File: src/rtl/fifo_wr_arbiter_pkg.sv
// Shared definitions for the FIFO write arbiter.
//   state_t : FSM encoding (IDLE arbitrates, BURST forwards beats of the owner)
//   clog2   : ceiling log2 used to size grant index and beat counter widths
package fifo_wr_arbiter_pkg;

  typedef enum logic {
    IDLE  = 1'b0,
    BURST = 1'b1
  } state_t;

  // Returns ceil(log2(n)); clog2(1) = 0.
  function automatic int clog2(input int n);
    int r;
    int v;
    r = 0;
    v = n - 1;
    while (v > 0) begin
      r++;
      v = v >> 1;
    end
    return r;
  endfunction

endpackage

File: src/rtl/fifo_wr_arbiter_rr_pick.sv
// Combinational round-robin picker.
// Scans req starting one above last_grant, wrapping modulo NREQ, and returns
// the first set index.
//   req        : request vector
//   last_grant : index granted most recently (lowest priority this round)
//   pick       : chosen index (0 when nothing requests)
//   any        : at least one request bit set
module rr_pick #(
  parameter int NREQ = 4,
  parameter int IDW  = 2
) (
  input  logic [NREQ-1:0] req,
  input  logic [IDW-1:0]  last_grant,
  output logic [IDW-1:0]  pick,
  output logic            any
);

  logic [NREQ-1:0] shifted;

  always_comb begin
    pick    = '0;
    any     = 1'b0;
    shifted = '0;
    for (int i = 1; i <= NREQ; i++) begin
      // Shift instead of a variable bit-select so the index width never
      // has to match the vector width.
      shifted = req >> ((int'(last_grant) + i) % NREQ);
      if (!any && shifted[0]) begin
        any  = 1'b1;
        pick = IDW'((int'(last_grant) + i) % NREQ);
      end
    end
  end

endmodule

File: src/rtl/fifo_wr_arbiter.sv
// Round-robin, packet-locked write arbiter in front of one synchronous FIFO.
// A requester is granted after one arbitration cycle and keeps the grant until
// its last beat (or MAX_BEATS beats) has been written into the FIFO.
//
// Handshake: a beat moves from requester i when req_valid[i] & req_ready[i]
// at a rising edge; req_ready never depends on req_valid of the same requester,
// and the FIFO write fires in the same cycle as the accepted beat.
//
// Ports:
//   clk, rst    : clock, synchronous active-high reset
//   req_valid   : per-requester beat valid
//   req_last    : per-requester last-beat marker
//   req_data    : packed per-requester data, requester i at [i*DWIDTH +: DWIDTH]
//   req_ready   : per-requester accept
//   fifo_full   : FIFO full flag
//   fifo_wr_en  : FIFO write enable
//   fifo_data   : FIFO write data (0 when not writing)
//   busy        : a packet grant is held
//   grant_id    : current or most recent owner
//   overlen     : pulse on the beat that forces release at MAX_BEATS
//   state       : FSM state for observation
module fifo_wr_arbiter
  import fifo_wr_arbiter_pkg::*;
#(
  parameter int NREQ      = 4,
  parameter int DWIDTH    = 8,
  parameter int IDW       = clog2(NREQ),
  parameter int MAX_BEATS = 16,
  parameter int CW        = clog2(MAX_BEATS + 1)
) (
  input  logic                   clk,
  input  logic                   rst,
  input  logic [NREQ-1:0]        req_valid,
  input  logic [NREQ-1:0]        req_last,
  input  logic [NREQ*DWIDTH-1:0] req_data,
  output logic [NREQ-1:0]        req_ready,
  input  logic                   fifo_full,
  output logic                   fifo_wr_en,
  output logic [DWIDTH-1:0]      fifo_data,
  output logic                   busy,
  output logic [IDW-1:0]         grant_id,
  output logic                   overlen,
  output state_t                 state
);

  state_t            state_q, state_d;
  logic [IDW-1:0]    owner_q, owner_d;
  logic [IDW-1:0]    last_grant_q, last_grant_d;
  logic [CW-1:0]     beat_cnt_q, beat_cnt_d;

  logic [DWIDTH-1:0] data_arr [NREQ];
  logic [IDW-1:0]    pick;
  logic              any;

  logic              own_valid;
  logic              own_last;
  logic [DWIDTH-1:0] own_data;
  logic              accept;
  logic              at_cap;
  logic              done;

  for (genvar i = 0; i < NREQ; i++) begin : g_unpack
    assign data_arr[i] = req_data[i*DWIDTH +: DWIDTH];
  end

  rr_pick #(
    .NREQ (NREQ),
    .IDW  (IDW)
  ) u_pick (
    .req        (req_valid),
    .last_grant (last_grant_q),
    .pick       (pick),
    .any        (any)
  );

  always_comb begin
    own_valid = req_valid[owner_q];
    own_last  = req_last[owner_q];
    own_data  = data_arr[owner_q];
    accept    = (state_q == BURST) && own_valid && !fifo_full;
    at_cap    = (beat_cnt_q + CW'(1)) == CW'(MAX_BEATS);
    done      = accept && (own_last || at_cap);
  end

  always_comb begin
    state_d      = state_q;
    owner_d      = owner_q;
    last_grant_d = last_grant_q;
    beat_cnt_d   = beat_cnt_q;
    req_ready    = '0;
    fifo_wr_en   = 1'b0;
    fifo_data    = '0;
    overlen      = 1'b0;

    case (state_q)
      IDLE: begin
        if (any) begin
          owner_d = pick;
          state_d = BURST;
        end
      end
      BURST: begin
        if (!fifo_full) req_ready[owner_q] = 1'b1;
        fifo_wr_en = accept;
        if (accept) begin
          fifo_data  = own_data;
          beat_cnt_d = beat_cnt_q + CW'(1);
        end
        if (done) begin
          // Releasing owner becomes lowest priority for the next round.
          last_grant_d = owner_q;
          beat_cnt_d   = '0;
          state_d      = IDLE;
          overlen      = !own_last;
        end
      end
      default: state_d = IDLE;
    endcase
  end

  always_ff @(posedge clk) begin
    if (rst) begin
      state_q      <= IDLE;
      owner_q      <= '0;
      last_grant_q <= IDW'(NREQ - 1);
      beat_cnt_q   <= '0;
    end else begin
      state_q      <= state_d;
      owner_q      <= owner_d;
      last_grant_q <= last_grant_d;
      beat_cnt_q   <= beat_cnt_d;
    end
  end

  assign busy     = (state_q == BURST);
  assign grant_id = owner_q;
  assign state    = state_q;

endmodule

File: config.mk
export PLATFORM = sky130hd
export DESIGN_NAME = fifo_wr_arbiter
export DESIGN_NICKNAME = d
export VERILOG_FILES = /design/src/rtl/fifo_wr_arbiter_pkg.sv /design/src/rtl/fifo_wr_arbiter_rr_pick.sv /design/src/rtl/fifo_wr_arbiter.sv
export SDC_FILE = /design/constraint.sdc
export NUM_CORES = 1
export LEC_CHECK = 0
export ABC_CLOCK_PERIOD_IN_PS = 3800
export CORE_MARGIN = 4
export CORE_UTILIZATION = 38
export CTS_CLUSTER_SIZE = 10
export DETAILED_ROUTE_END_ITERATION = 7
export PLACE_DENSITY = 0.86
export SYNTH_ARGS = -nofsm -noshare
export SYNTH_HDL_FRONTEND = slang
export SYNTH_SLANG_ARGS = --single-unit
File: constraint.sdc
create_clock -name clk -period 3.8 [get_ports clk]
set_input_delay 0.76 -clock clk [delete_from_list [all_inputs] [get_ports clk]]
set_output_delay 0.76 -clock clk [all_outputs]
set_load 0.05 [all_outputs]
==> key figures <==
Status
  – Status: complete, no violations

Clock tree
  – CTS Hold Bufs: 0
  – Worst-Skew Late Latency: roughly 0.27 ns
  – Clock sinks: 10
  – Number of buffers created by CTS: 3
  – CTS tree: built
  – Clock H-tree levels: 1
  – CTS resizes: 0
  – Worst-path clk slew: 0.06 ns
  – Clock Path Buffers: 2
  – Post-CTS Setup Bufs: 0
  – Clock Tree Root: clkbuf_4

Route
  – Final ANT Viol Nets: 0
  – # DRC: 0
  – Vias per cell: between 5 and 6
  – Total vias in the final route: 1020
  – DRT iter0 DRCs: 28
  – Total detailed-routing wirelength: around 3.1 mm
  – 1st-pass router iterations: 4
  – Wire per inst: 16.8 µm

Global route
  – GRT Max-Usage Layer: met2
  – Antenna violations before repair: 0
  – Vias in the first global route: ~1.1k
  – First-pass GRT wire length: around 5.1 mm
  – Total congestion overflow: 0
  – Grt met1 use: 0.199
  – GRT met2 Usage: 0.406
  – All-Layer GR Usage: 0.207
  – Pin count of the biggest net entering global routing: 20
  – GRT met3 Usage: 0.0506

Floorplan
  – Full die area: ~3200 µm²
  – Rows: 17
  – Starting Density: 0.401
  – Io pins: 61
  – Die width: ~56 µm
  – Core ar.: between 2000 and 2500 µm²
  – Die height: roughly 56 µm

Timing
  – Fin crit period: about 3.4 ns
  – Unrepaired setup endpoints after global routing: no
  – Crit share post-route: 0.899
  – Slew Limit Fails: 0
  – Setup TNS: 0 ns
  – Fmax: 0.293 GHz
  – Slew headroom: 0.500
  – Final Skew: 0.0100 ns
  – Final hold violation count: 0
  – Slew of the pin with the lowest slew margin: around 0.75 ns
  – Final setup vio count: 0

Worst setup path
  – CP max stage cell: nor3_1
  – Crit path capture type: output port
  – CP Data Required Time: around 3 ns
  – Beginning of the critical path: fifo_full
  – Startpoint Class: input port
  – Largest driver fanout on the critical path: 19
  – Worst R2R End: last_grant_q[1]
  – Reg2Reg Setup Slack: roughly 1.4 ns
  – FF-to-FF path depth: 4
  – Crit path cell chain: clkdlybuf4s50_1 -> or3b_1 -> o22a_1 -> nor3_1 -> buf_12
  – Critical path data arrival time: 2.66 ns
  – Worst setup path category: input port to output port
  – Crit-path max cell delay: 0.46 ns
  – Worst r2r src: grant_id[0]

Logic synthesis
  – Top post-synthesis cells by area: mux4_2 23%, dfxtp_1 23%, nor2_1 6.3%
  – Mapped Area: just under 900 µm²
  – Post-Syn Instances: approximately 100
  – Synthesized net count: around 150
  – Leading area contributor after synthesis: mux4_2
  – Yosys top cell area share: 0.228
  – FF+latch count, synth: 10
  – Mean area per synthesized cell: approximately 8.7 µm²
  – Synth unique cells: 31
  – Sequential fraction of the synthesis area: 0.226
  – Yosys warnings: 0

Cells and area
  – Layout cells sized above 1: 0.157
  – Final net count: ~200
  – Fillers: around 180
  – Leading cell type in the layout, fill and taps excluded: clkdlybuf4s50_1
  – Number of diodes: 0
  – Footprint of the multi-input gates: approximately 630 µm²
  – Layout area overhead: 82.8%
  – Reg area: around 200 µm²
  – Commonest non-fill, non-tap cells in the layout: 50 x clkdlybuf4s50_1, 15 x nor2_1, 10 x dfxtp_1, 10 x buf_12, 9 x mux4_2

Power
  – Pleak: ~0.59 nW
  – VDD IR max: approximately 0.25 mV
  – Overall Power: 0.397 mW
  – Pwr Density: between 200 and 250 nW/µm²

Worst hold path
  – Cell depth of the worst hold path: 2
  – Hold_sp: beat_cnt_q[1]
  – Worst Hold End: beat_cnt_q[1]
  – Min-delay worst type: flip-flop to flip-flop

Placed design
  – Post-DP HPWL: around 2.6 mm
  – Port bufs: 60
  – GP Congestion: roughly 0.78

Job
  – Max-Cap Viols: 0
per-stage QoR:
stage	setup WS [ns]	hold slack [ns]	std cells	area [µm²]	utilization
6_report	0.382	0.528	187	1620	0.733
3_5_place_dp	0.384	0.509	183	1590	0.717
3_3_place_gp	0.473	0.493	183	1590	0.717
2_1_floorplan	0.303	0.474	102	887	-
4_1_cts	0.380	0.521	187	1620	0.733
5_1_grt	0.275	0.542	187	1620	0.733
registers in the layout (all words and copies together) (netlist names):
register / flops
beat_cnt_q: 5
last_grant_q: 2
grant_id: 2
busy: 1
layout make-up:
| cell class | instances | area share |
|---|---|---|
| Clock buffer | 4 | 0.0224 |
| Inverter | 3 | 0.00694 |
| Multi-Input combinational cell | 81 | 0.389 |
| Sequential cell | 10 | 0.123 |
| Tap cell | 28 | 0.0216 |
| Timing Repair Buffer | 61 | 0.437 |
critical path: cells and delay by family:
family,cells,cell delay (ns)
compound gates,1,0.44
buf+inv,2,0.59
simple gates,2,0.86
kinds of logic (layout without fill, tap and decap cells):
kind of cell / Yosys count / in the layout / share of synthesized area
simple gates: 46 / 46 / 0.274
fa+ha+maj: 1 / 1 / 0.0141
mux: 14 / 14 / 0.285
compound gates: 20 / 20 / 0.138
buf+inv: 11 / 68 / 0.0635
flops: 10 / 10 / 0.226
where the power goes:
| part | switching [mW] | internal [mW] | total, mW |
|---|---|---|---|
| sequential | 0.0126 | 0.109 | 0.122 |
| clock | 0.0396 | 0.0583 | 0.0978 |
| combinational | 0.0775 | 0.0993 | 0.177 |
layer usage:
layer	routed length [µm]	share of wire	vias to the layer above
met5	0	0	-
met4	127	0.040	0
met3	122	0.039	10
met2	1890	0.60	33
met1	999	0.32	487
li1	-	-	490
synth_stat cells:
cell and count:
a21bo_2 1, or3b_1 1, nor2b_1 8, nand3b_1 1, nand2b_1 2, a21o_1 1
nor4_1 1, nand2_1 4, o21ai_0 5, nor3_1 3, a21oi_1 6, mux4_2 9
nor3b_1 1, o22ai_1 1, buf_4 1, ha_1 1, inv_1 3, nor2_1 15
mux2i_1 5, buf_2 3, nand3_1 6, buf_6 1, nand4b_1 1, a2bb2oi_1 1
a211oi_1 1, o22a_1 1, clkbuf_1 3, a31oi_1 3, and2b_1 2, or4b_1 1
dfxtp_1 10
worst max-delay path by stage:
stage | endpoint | slack [ns] | cells past startpoint
after global placement | overlen | 0.47 | 5
final | overlen | 0.38 | 5
after CTS | overlen | 0.38 | 5
after global routing | overlen | 0.28 | 5
after floorplan | overlen | 0.30 | 5
after detailed placement | overlen | 0.38 | 5
Power figures use the tool's default switching activity.
